==> src/rtl/wash_cycle_scheduler.sv <==
// wash_cycle_scheduler: program sequencer driving automatic_washing_machine.
// Optional WASH_DOOR_PAUSE_EN: an open door pauses RUN/SPIN tick counting.
module wash_cycle_scheduler #(
    parameter int CW          = 8,
    parameter int WASH_TICKS  = 16,
    parameter int RINSE_TICKS = 8,
    parameter int SPIN_TICKS  = 12,
    parameter int WD_LIMIT    = 32
) (
    input  logic       clk,
    input  logic       reset,
    input  logic       prog_start,
    input  logic       prog_abort,
    input  logic [1:0] rinse_count,
    input  logic       door_close,
    input  logic       door_lock,
    input  logic       motor_on,
    input  logic       fill_value_on,
    input  logic       drain_value_on,
    input  logic       done,
    output logic       start,
    output logic       detergent_added,
    output logic       cycle_timeout,
    output logic       spin_timeout,
    output logic       busy,
    output logic       fault,
    output logic       prog_done,
    output logic [2:0] phase,
    output logic [1:0] rinse_left
);

    typedef enum logic [2:0] {
        S_IDLE   = 3'd0,
        S_START  = 3'd1,
        S_FILL   = 3'd2,
        S_RUN    = 3'd3,
        S_DRAIN  = 3'd4,
        S_SPIN   = 3'd5,
        S_FINISH = 3'd6,
        S_FAULT  = 3'd7
    } state_t;

    localparam int WW = $clog2(WD_LIMIT + 1);
    localparam logic [CW-1:0] WASH_LAST  = CW'(WASH_TICKS - 1);
    localparam logic [CW-1:0] RINSE_LAST = CW'(RINSE_TICKS - 1);
    localparam logic [CW-1:0] SPIN_LAST  = CW'(SPIN_TICKS - 1);
    localparam logic [CW-1:0] TICK_MAX   = '1;
    localparam logic [WW-1:0] WD_LAST    = WW'(WD_LIMIT - 1);
    localparam logic [WW-1:0] WD_MAX     = '1;

    state_t        state_q, state_d;
    logic [CW-1:0] tick_q;
    logic [WW-1:0] wd_q;
    logic [1:0]    rinse_q, rinse_d;
    logic          pass_q, pass_d;
    logic          gap_q, gap_d;
    logic          fill_prev_q;
    logic          start_q, start_d;
    logic          det_q, det_d;
    logic          ct_q, ct_d;
    logic          st_q, st_d;
    logic          pd_q, pd_d;
    logic          tick_inc, wd_inc, go_fault;
    logic          door_ok;
    logic [CW-1:0] run_last;

`ifdef WASH_DOOR_PAUSE_EN
    assign door_ok = door_close;
`else
    assign door_ok = 1'b1;
`endif

    assign run_last = pass_q ? RINSE_LAST : WASH_LAST;

    always_comb begin
        state_d  = state_q;
        rinse_d  = rinse_q;
        pass_d   = pass_q;
        gap_d    = gap_q;
        start_d  = start_q;
        det_d    = det_q;
        ct_d     = ct_q;
        st_d     = st_q;
        pd_d     = 1'b0;
        tick_inc = 1'b0;
        wd_inc   = 1'b0;
        go_fault = 1'b0;
        if (prog_abort) begin
            state_d = S_IDLE;
            rinse_d = 2'd0;
            pass_d  = 1'b0;
            gap_d   = 1'b0;
            start_d = 1'b0;
            det_d   = 1'b0;
            ct_d    = 1'b0;
            st_d    = 1'b0;
        end else begin
            case (state_q)
                S_IDLE: begin
                    if (prog_start && door_close) begin
                        state_d = S_START;
                        rinse_d = rinse_count;
                        pass_d  = 1'b0;
                        start_d = 1'b1;
                    end
                end
                S_START: begin
                    if (door_lock) state_d = S_FILL;
                end
                S_FILL: begin
                    if (fill_prev_q && !fill_value_on) begin
                        det_d   = 1'b1;
                        state_d = S_RUN;
                    end else if (fill_value_on) begin
                        wd_inc = 1'b1;
                        if (wd_q == WD_LAST) go_fault = 1'b1;
                    end
                end
                S_RUN: begin
                    if (motor_on && !drain_value_on && door_ok) begin
                        tick_inc = 1'b1;
                        if (tick_q == run_last) begin
                            ct_d    = 1'b1;
                            state_d = S_DRAIN;
                        end
                    end
                end
                S_DRAIN: begin
                    if (drain_value_on) begin
                        ct_d    = 1'b0;
                        state_d = S_SPIN;
                    end else begin
                        wd_inc = 1'b1;
                        if (wd_q == WD_LAST) go_fault = 1'b1;
                    end
                end
                S_SPIN: begin
                    if (motor_on && door_ok) begin
                        tick_inc = 1'b1;
                        if (tick_q == SPIN_LAST) begin
                            st_d    = 1'b1;
                            state_d = S_FINISH;
                        end
                    end
                end
                S_FINISH: begin
                    // gap cycle keeps FINISH but shows idle drives before relaunch
                    if (gap_q) begin
                        gap_d   = 1'b0;
                        start_d = 1'b1;
                        state_d = S_START;
                    end else if (done) begin
                        st_d    = 1'b0;
                        det_d   = 1'b0;
                        start_d = 1'b0;
                        if (rinse_q != 2'd0) begin
                            rinse_d = rinse_q - 2'd1;
                            pass_d  = 1'b1;
                            gap_d   = 1'b1;
                        end else begin
                            pd_d    = 1'b1;
                            state_d = S_IDLE;
                        end
                    end
                end
                S_FAULT: ;
                default: state_d = S_IDLE;
            endcase
            if (go_fault) begin
                state_d = S_FAULT;
                start_d = 1'b0;
                det_d   = 1'b0;
                ct_d    = 1'b0;
                st_d    = 1'b0;
            end
        end
    end

    always_ff @(posedge clk or negedge reset) begin
        if (!reset) begin
            state_q     <= S_IDLE;
            tick_q      <= '0;
            wd_q        <= '0;
            rinse_q     <= 2'd0;
            pass_q      <= 1'b0;
            gap_q       <= 1'b0;
            fill_prev_q <= 1'b0;
            start_q     <= 1'b0;
            det_q       <= 1'b0;
            ct_q        <= 1'b0;
            st_q        <= 1'b0;
            pd_q        <= 1'b0;
        end else begin
            state_q     <= state_d;
            rinse_q     <= rinse_d;
            pass_q      <= pass_d;
            gap_q       <= gap_d;
            fill_prev_q <= fill_value_on;
            start_q     <= start_d;
            det_q       <= det_d;
            ct_q        <= ct_d;
            st_q        <= st_d;
            pd_q        <= pd_d;
            if (state_d != state_q)
                tick_q <= '0;
            else if (tick_inc && tick_q != TICK_MAX)
                tick_q <= tick_q + CW'(1);
            if (state_d != state_q)
                wd_q <= '0;
            else if (wd_inc && wd_q != WD_MAX)
                wd_q <= wd_q + WW'(1);
        end
    end

    assign start           = start_q;
    assign detergent_added = det_q;
    assign cycle_timeout   = ct_q;
    assign spin_timeout    = st_q;
    assign prog_done       = pd_q;
    assign phase           = state_q;
    assign rinse_left      = rinse_q;
    assign busy            = (state_q != S_IDLE) && (state_q != S_FAULT);
    assign fault           = (state_q == S_FAULT);

endmodule

==> config.mk <==
export PLATFORM = sky130hd
export DESIGN_NAME = wash_cycle_scheduler
export DESIGN_NICKNAME = d
export VERILOG_FILES = /design/src/rtl/wash_cycle_scheduler.sv
export SDC_FILE = /design/constraint.sdc
export NUM_CORES = 1
export LEC_CHECK = 0
export CORE_MARGIN = 1
export CORE_UTILIZATION = 35
export DETAILED_ROUTE_END_ITERATION = 16
export GPL_ROUTABILITY_DRIVEN = 0
export GPL_TIMING_DRIVEN = 0
export PLACE_DENSITY = 0.58
export SLEW_MARGIN = 20
export SYNTH_ARGS = -nofsm -noshare
export SYNTH_HDL_FRONTEND = slang
export SYNTH_SLANG_ARGS = --single-unit
==> constraint.sdc <==
create_clock -name clk -period 6.15 [get_ports clk]
set_clock_uncertainty 0.2 [all_clocks]
set_input_delay 1.23 -clock clk [delete_from_list [all_inputs] [get_ports clk]]
set_output_delay 1.23 -clock clk [all_outputs]
set_load 0.05 [all_outputs]
---- Word level (Yosys, flattened, before mapping) ----
Index checks and enable logic that the tools add are counted.
cells by class
  eq/ne operators ......................... 28
  reductions and logical operators ........ 24
  multiply operators ...................... 0
  shifts and indexed selects .............. 0
  $add $sub $neg .......................... 3
  multiplexer cells ....................... 78
  order comparisons ....................... 0
  bitwise gates (word level) .............. 0
  div/mod/pow operators ................... 0
operators by type and width
  kind                                                                   count
  1-bit 2-to-1 mux                                                       45
  3-bit 2-to-1 mux                                                       13
  4-bit inequality test, second input constant                           9
  3-bit one-hot mux with 7 select lines                                  1
  8-bit 2-to-1 mux                                                       2
  1-bit one-hot mux with 2 select lines                                  8
  4-bit nonzero test                                                     4
  3-bit inequality test, second input constant                           5
  3-bit equality test, second input constant                             4
  6-bit 2-to-1 mux                                                       2
  2-bit 2-to-1 mux                                                       5
  5-bit AND reduction                                                    2
  8-bit by 1-bit adder with 8-bit output, second input constant          1
  8-bit by 4-bit equality test with 1-bit output                         1
  8-bit by 4-bit equality test with 1-bit output, second input constant  1
  8-bit inequality test, second input constant                           1
  4-bit AND reduction                                                    2
  2-bit nonzero test                                                     4
  6-bit by 1-bit adder with 6-bit output, second input constant          1
  3-bit by 2-bit equality test with 1-bit output, second input constant  2
  6-bit by 5-bit equality test with 1-bit output, second input constant  1
  1-bit logical AND                                                      6
  6-bit inequality test, second input constant                           1
  3-bit nonzero test                                                     2
  other kinds (9)                                                        10
word-level totals
  RAM bits ................................ 0
  output and inout bits ................... 12
  word-level logic and storage cells ...... 145
  flip-flop bits (word level) ............. 27
  memories ................................ 0
  memory bits (read-only) ................. 0
  bits in latches ......................... 0

---- Longest topological paths before layout ----
Gate-level depths: netlist (run 1).
  depth in word-level cells ............... 10
  gate-level depth with buffers ........... 8
  depth with buffers taken out ............ 7

---- Least setup slack after synthesis (run 1) ----
Ideal clock, no wire load.
  path type ............................... register to output
  start point ............................. reg state_q[2] (netlist: phase[2])
  end point ............................... out busy
  arrival ................................. 2160 ps
  cell stages (with the launch flop) ...... 5
  path buffers ............................ 2
  setup slack ............................. 2560 ps
  required time ........................... 4720 ps
  path through ............................ dfrtp_1 > clkbuf_8 > clkbuf_8 > and3_1 > a21oi_1
between the ends
  cells in the longest elaborated chain, start to end .. 2
RTL lines
  what                                                         RTL line  text
  from (decl)                                                  51        state_t state_q, state_d;
  from (signal assigned)                                       194       state_q <= state_d;
  3-bit inequality test or 3-bit nonzero test (tied branches)  222       assign busy = (state_q != S_IDLE) && (state_q != S_FAULT);
  1-bit logical AND (*)                                        222
  to (decl)                                                    25        output logic busy,
Every way passes the cells marked *; elsewhere a longest branch is shown, timed or not.

---- Final worst setup path (run 1) ----
  start point ............................. in motor_on
  end point ............................... reg tick_q[0]
between the ends
  cells in the longest elaborated chain, start to end .. 7
RTL lines
  what                                                    RTL line  text
  from (decl)                                             17        input logic motor_on,
  1-bit logical AND                                       120       if (motor_on && !drain_value_on && door_ok) begin
  3-bit 2-to-1 mux                                        120
  3-bit one-hot mux with 7 select lines                   98        case (state_q)
  3-bit 2-to-1 mux                                        169       if (go_fault) begin
  3-bit 2-to-1 mux                                        88        if (prog_abort) begin
  3-bit inequality test                                   204       if (state_d != state_q)
  8-bit 2-to-1 mux or 2-bit nonzero test (tied branches)  n/a
  to (signal assigned)                                    207       tick_q <= tick_q + CW'(1);
  to (decl)                                               52        logic [CW-1:0] tick_q;
Parallel ways exist; a longest one is shown, timed or not.
A chain may end at the register's enable or synchronous reset.

==> out/metrics.csv, run 1 <==
stage,metric,value,unit
run_status,outcome,"finished, violations left",
run_status,violated checks,design-rule violations,
worst_setup_path,Reg2Reg Launch Point,tick_q[4],
drt,via count,1414,
worst_setup_path,crit path max fanout,10,
min_path,Hold Crit Start,start,
cells_and_area,number of nets in the layout,228,
worst_setup_path,CP Capture Type,register,
synthesis,Main synth FF type,dfrtp_1,
worst_setup_path,family with the most delay on the worst path,simple AND/OR/NAND/NOR gates,
global_route,first-pass GRT wire length,6420,µm
synthesis,synth warn,0,
worst_setup_path,CP max-delay cell,or4_4,
worst_setup_path,Critical Path Source Type,input pin,
power,PwrDens,190,mW/mm²
place,PortBufs,22,
timing,Final Cycle Share,0.585,
global_route,Global Route Usage Sum,0.158,
timing,slew margin rel.,0.449,
synthesis,"Distinct cells, synth",52,
worst_setup_path,worst path cell trace,"clkdlybuf4s50_1, or4b_4, or4_4, o22ai_2, a21oi_2, o2111ai_4, buf_6, nor2_1",
place,hpwl dp,2740,µm
drt,Post-Route WL,3770,µm
synthesis,mapped cell area,0.00172,mm²
worst_setup_path,crit path buf inv count,2,
cells_and_area,layout cell share with drive strength beyond 1,0.123,
synthesis,Yosys reg bits,27,
clocking,CTS sink cnt,27,
floorplanning,row count,25,
power,Max rail drop VDD,0.000103,V
timing,achievable clock frequency,278,MHz
clocking,Post-CTS Setup Bufs,0,
synthesis,Synth async-reset ratio,1.00,
clocking,CTS resizes,0,
floorplanning,die area,0.00519,mm²
clocking,Clock Path Buffers,2,
synthesis,sequential share of the synthesized area,0.394,
worst_setup_path,required time worst endpoint,6.13,ns
clocking,hold_buf cts,0,
clocking,clk root buf,clkbuf_8,
worst_setup_path,crit path from,motor_on,
drt,vias per cell,5.07,
cells_and_area,final core utilization,0.437,
floorplanning,IO Count,24,
timing,setup violators final,0,
flow_run,Max Cap Violations,0,
cells_and_area,sequential cell area,676,µm²
cells_and_area,# fillers,480,
drt,DRT antenna net count,0,
drt,DR DRC count,2,
global_route,vias in the first global route,1360,
clocking,CTS tree,yes,
drt,mean routed wirelength per cell,13.5,µm
clocking,later-pin clock latency in the skew report,0.28,ns
synthesis,syn_nets,201,
timing,Final Hold Fails,0,
drt,Initial DRT Pass Iterations,10,
timing,setup TNS,0,ns
floorplanning,Initial Utilization,0.363,
worst_setup_path,critical path type,in2reg,
synthesis,Post-Syn Instances,186,
global_route,Congestion Overflow GR,0,
floorplanning,Die Height,72.0,µm
cells_and_area,area of the multi-input gates,917,µm²
drt,initial drt markers,73,
clocking,H-tree depth,1,
power,Static Leak,0.852,nW
timing,Slew Limit Fails,0,
global_route,pin count of the biggest net entering global routing,28,
cells_and_area,Layout area overhead,20.3,%
floorplanning,core area,0.00472,mm²
synthesis,Avg Inst Size Synth,9.22,µm²
timing,RSZ-0062 raised after global routing,no,
timing,fin crit period,3.60,ns
cells_and_area,n_diodes,0,
synthesis,number of synthesized flops with an enable pin,0,
min_path,hold crit path type,reg2reg,
floorplanning,Die X,72.0,µm
clocking,Worst-path clk slew,0.10,ns
clocking,total CTS buffers,3,
global_route,initial antenna violation count,0,
timing,Worst Tran Pin Value,0.825,ns
worst_setup_path,CP max stage delay,0.56,ns
worst_setup_path,CP arrival,3.58,ns
-- tightest hold or removal path, delay by kind of cell (launching register included) --
| family | cells | cell delay (ns) |
|---|---|---|
| AND/OR/NAND/NOR | 1 | 0.07 |
| flip-flops | 1 | 0.36 |
| AO/OA/AOI/OAI | 1 | 0.04 |
-- final cells by class --
cell class / count / area share
clock buffer: 3 / 0.0200
sequential: 27 / 0.327
clock inverter: 1 / 0.00364
multi-input combinational: 143 / 0.445
inverter: 7 / 0.0127
timing repair buffer: 22 / 0.104
buffer: 9 / 0.0467
tap: 67 / 0.0406
-- synth_stat cells (2+ instances only) --
cell,n,share of area
nor2_1,30,0.066
dfrtp_1,27,0.39
nand2_1,14,0.031
a21oi_1,11,0.032
xor2_1,10,0.051
a31oi_1,7,0.026
inv_1,7,0.015
nand3b_1,5,0.022
nand4_1,5,0.018
and3_1,4,0.015
nand3_1,4,0.012
xnor2_1,4,0.020
buf_4,3,0.013
ha_1,3,0.022
nor2b_1,3,0.011
nor3_1,3,0.0088
buf_6,2,0.013
clkbuf_8,2,0.016
mux2i_1,2,0.012
nand2b_1,2,0.0073
nor4_1,2,0.0073
o21a_1,2,0.0088
o21ai_1,2,0.0058
o21bai_1,2,0.0088
o22ai_1,2,0.0073
or3b_2,2,0.010
-- sequential cells by signal, indices dropped and copies added, names as in the netlist --
signal	cells
tick_q	8
wd_q	6
phase	3
rinse_left	2
cycle_timeout	1
detergent_added	1
fill_prev_q	1
gap_q	1
pass_q	1
prog_done	1
spin_timeout	1
start	1
-- metrics by stage --
step	total power, mW	std cells	instance area, µm²	hold WS [ns]	worst slack [ns]
floorplan	0.257	186	1720	0.311	2.56
global placement	0.290	275	2020	0.280	2.24
detailed placement	0.289	275	2010	0.288	2.25
CTS	0.399	279	2060	0.313	2.54
global route	0.413	279	2060	0.355	2.44
finish	0.392	279	2060	0.305	2.55
-- worst paths after layout --
path	to	cells past startpoint	slack [ns]
hold reg to reg	start	2	0.30
max in group asynchronous	pass_q	1	4.57
min in group asynchronous	phase[1]	1	0.76
setup reg to reg	tick_q[0]	7	3.46
hold / removal	start	2	0.30
setup / recovery	tick_q[0]	8	2.55
-- per-layer routing --
metal	vias to the layer above	share of wire	global-route usage	wire length (µm)
met4	0	0.0085	0.0414	32
li1	713	-	-	-
met5	-	0	0	0
met1	670	0.50	0.206	1870
met3	5	0.035	0.0403	133
met2	26	0.46	0.263	1730
-- power by group --
group / internal, mW / switching [mW] / leakage (nW)
Combinational: 0.0382 / 0.0578 / 0.462
Sequential: 0.183 / 0.00571 / 0.369
Clock: 0.0461 / 0.0606 / 0.0217
Total: 0.267 / 0.124 / 0.852
-- cell usage in the layout (no fill, tap or decap), types with 3 or more instances in the layout --
cell and instances:
nand4_1 5, xor2_1 10, dfrtp_1 27, buf_4 3, nor3_1 3, nand3_1 4
a31oi_1 7, inv_1 7, clkbuf_8 5, clkdlybuf4s50_1 21, a21oi_1 11, xnor2_1 4
nand2_1 14, ha_1 3, nor2_1 30, nand3b_1 5, and3_1 4, nor2b_1 3
-- cells by family (layout without fill, tap and decap cells) --
| family | count (synthesis) | after routing | synth area share |
|---|---|---|---|
| buffers and inverters | 16 | 42 | 0.0715 |
| AOI/OAI and AO/OA | 39 | 39 | 0.164 |
| xor gates and xnor gates | 14 | 14 | 0.0715 |
| muxes | 2 | 2 | 0.0117 |
| adders and majority gates | 3 | 3 | 0.0219 |
| DFF | 27 | 27 | 0.394 |
| and+or+nand+nor | 85 | 85 | 0.266 |
(Power assumes the default switching activity.)
==> run 2: changes to the inputs <==
==> constraint.sdc (replaced) <==
create_clock -name clk -period 3.5 [get_ports clk]
set_clock_uncertainty 0.2 [all_clocks]
set_input_delay 0.7 -clock clk [delete_from_list [all_inputs] [get_ports clk]]
set_output_delay 0.7 -clock clk [all_outputs]
set_load 0.05 [all_outputs]
==> results of run 2 <==
The final DEF is identical to that of run 1. Status: finished, violations left: design-rule violations.
Main changes from that run: setup slack after placement 2.25 ns -> 0.134 ns; setup slack after layout 2.55 ns -> 0.430 ns; hold slack 0.305 ns -> 0.229 ns; register-to-register setup slack 3.46 ns -> 0.81 ns; total power 0.392 mW -> 0.688 mW; worst IR drop on VDD 0.000103 V -> 0.000181 V
==> run 3: changes to the inputs <==
--- a/config.mk
+++ b/config.mk
@@ -11,6 +11,7 @@
 export GPL_ROUTABILITY_DRIVEN = 0
 export GPL_TIMING_DRIVEN = 0
 export PLACE_DENSITY = 0.58
+export REMOVE_ABC_BUFFERS = 1
 export SLEW_MARGIN = 20
 export SYNTH_ARGS = -nofsm -noshare
 export SYNTH_HDL_FRONTEND = slang
==> run 3 against run 2 <==
The run now ends clean. Fmax down 1.2%. Routed wire length down 5.0%. Clock power down 4%. Global-route usage down 0.47 points. Sequential power up 2%. Non-clock buffer count down 8. Sequential cell count unchanged. Highest routed layer is now met3.
==> out/metrics.csv, run 3 (synthesis gave the netlist of run 1 again) <==
stage,metric,value,unit
run_status,outcome,"complete, no violations",
global_route,vias in the first global route,1294,
timing,fin crit period,3.11,ns
floorplanning,IO Count,24,
cells_and_area,n_diodes,0,
worst_setup_path,CP Capture Type,primary output,
drt,mean routed wirelength per cell,13.2,µm
worst_setup_path,Critical Path Source Type,register,
global_route,initial antenna violation count,0,
clocking,Worst-path clk slew,0.10,ns
floorplanning,Die X,72.0,µm
timing,Final Cycle Share,0.887,
floorplanning,row count,25,
flow_run,Max Cap Violations,0,
worst_setup_path,crit path max fanout,22,
drt,vias per cell,4.99,
cells_and_area,# fillers,486,
power,Static Leak,0.807,nW
drt,DR DRC count,0,
clocking,Clock Path Buffers,2,
timing,setup violators final,0,
cells_and_area,"most common cell after layout, fill and taps aside",nor2_1,
timing,slew margin rel.,0.450,
clocking,H-tree depth,1,
clocking,CTS resizes,0,
drt,DRT antenna net count,0,
place,dpl cells,267,
worst_setup_path,family with the most delay on the worst path,buffers and inverters,
floorplanning,core area,0.00472,mm²
global_route,pin count of the biggest net entering global routing,28,
cells_and_area,number of nets in the layout,220,
clocking,later-pin clock latency in the skew report,0.27,ns
cells_and_area,layout cell share with drive strength beyond 1,0.0882,
drt,Post-Route WL,3580,µm
floorplanning,die area,0.00519,mm²
global_route,Global Route Usage Sum,0.154,
global_route,Congestion Overflow GR,0,
power,PwrDens,338,mW/mm²
clocking,Post-CTS Setup Bufs,0,
place,PortBufs,23,
worst_setup_path,worst path cell trace,"nor2_1, a21oi_1, clkdlybuf4s50_1",
cells_and_area,Top reg by flops,tick_q,
timing,achievable clock frequency,322,MHz
worst_setup_path,required time worst endpoint,2.60,ns
global_route,first-pass GRT wire length,6300,µm
cells_and_area,Layout area overhead,15.1,%
clocking,CTS tree,yes,
floorplanning,Die Height,72.0,µm
drt,via count,1352,
cells_and_area,most frequent cells in the layout,"nor2_1 (30), dfrtp_1 (27), clkdlybuf4s50_1 (22)",
worst_setup_path,CP arrival,2.21,ns
worst_setup_path,CP max-delay cell,clkdlybuf4s50_1,
cells_and_area,Non-Filler Instances,271,
timing,Worst Tran Pin Value,0.823,ns
power,Max rail drop VDD,0.000144,V
drt,initial drt markers,68,
clocking,clk root buf,clkbuf_8,
timing,Slew Limit Fails,0,
place,hpwl dp,2560,µm
cells_and_area,max FFs per register,8,
clocking,total CTS buffers,3,
timing,Final Hold Fails,0,
clocking,CTS sink cnt,27,
drt,Initial DRT Pass Iterations,4,
timing,RSZ-0062 raised after global routing,no,
timing,setup TNS,0,ns
worst_setup_path,critical path type,reg2out,
clocking,hold_buf cts,0,
worst_setup_path,CP max stage delay,0.81,ns
min_path,hold crit path type,in2async,
floorplanning,Initial Utilization,0.363,
worst_setup_path,crit path buf inv count,1,
## run 3: cell types whose count changed in the layout (fill, tap and decap cells not counted), sizes merged
cell,delta
clkinv,+1
clkdlybuf4s50,+1
clkbuf,-3
buf,-6
clkinvlp,-1
## run 3: power by group
group / internal [mW] / switching [mW] / total [mW]
sequential: 0.322 / 0.0159 / 0.337
clock: 0.0797 / 0.0996 / 0.179
combinational: 0.0574 / 0.0936 / 0.151
total: 0.459 / 0.209 / 0.668
## run 3: final timing paths
kind                            startpoint        end  slack [ns]  cells after the start
min in group clk                     start      start        0.32                      2
worst min register to register       start      start        0.32                      2
worst max-delay path              phase[2]       busy        0.39                      3
worst min-delay path                 reset  prog_done        0.22                      1
worst max register to register    phase[2]  tick_q[4]        0.75                      6
max in group asynchronous            reset    wd_q[5]        2.47                      1
## run 3: area by class of cell
type                    count  area, µm²  area share
clock buffers               3       41.3      0.0209
clock inverters             1       5.00     0.00253
flip-flops and latches     27        676       0.342
inverters                   7       26.3      0.0133
multi-input cells         143        917       0.465
well taps                  67       83.8      0.0425
repair buffers             23        225       0.114
## run 3: routing by layer
metal / vias up / GRT usage / wire length (µm)
met4: 0 / 0.0458 / 0
met3: 0 / 0.0125 / 136
li1: 702 / - / -
met2: 27 / 0.240 / 1560
met1: 623 / 0.227 / 1880
met5: - / 0 / 0
## run 3: per-stage QoR
stage / worst slack (ns) / cell area [µm²] / hold slack, ns / utilization / total power, mW
after floorplan: 0.523 / 1620 / 0.204 / - / 0.437
after global placement: 0.111 / 1930 / 0.292 / 0.409 / 0.497
after detailed placement: 0.108 / 1930 / 0.297 / 0.408 / 0.497
after CTS: 0.397 / 1970 / 0.256 / 0.418 / 0.679
after global routing: 0.263 / 1970 / 0.285 / 0.418 / 0.704
final: 0.394 / 1970 / 0.221 / 0.418 / 0.668
## run 3: worst register-to-register path, stage by stage (launching register included)
cell and delay, ns:
dfrtp_1 0.78, nor2b_1 0.36, o22ai_1 0.15, nor4b_2 0.74, nand4_1 0.20, xor2_1 0.16, nor2_1 0.05
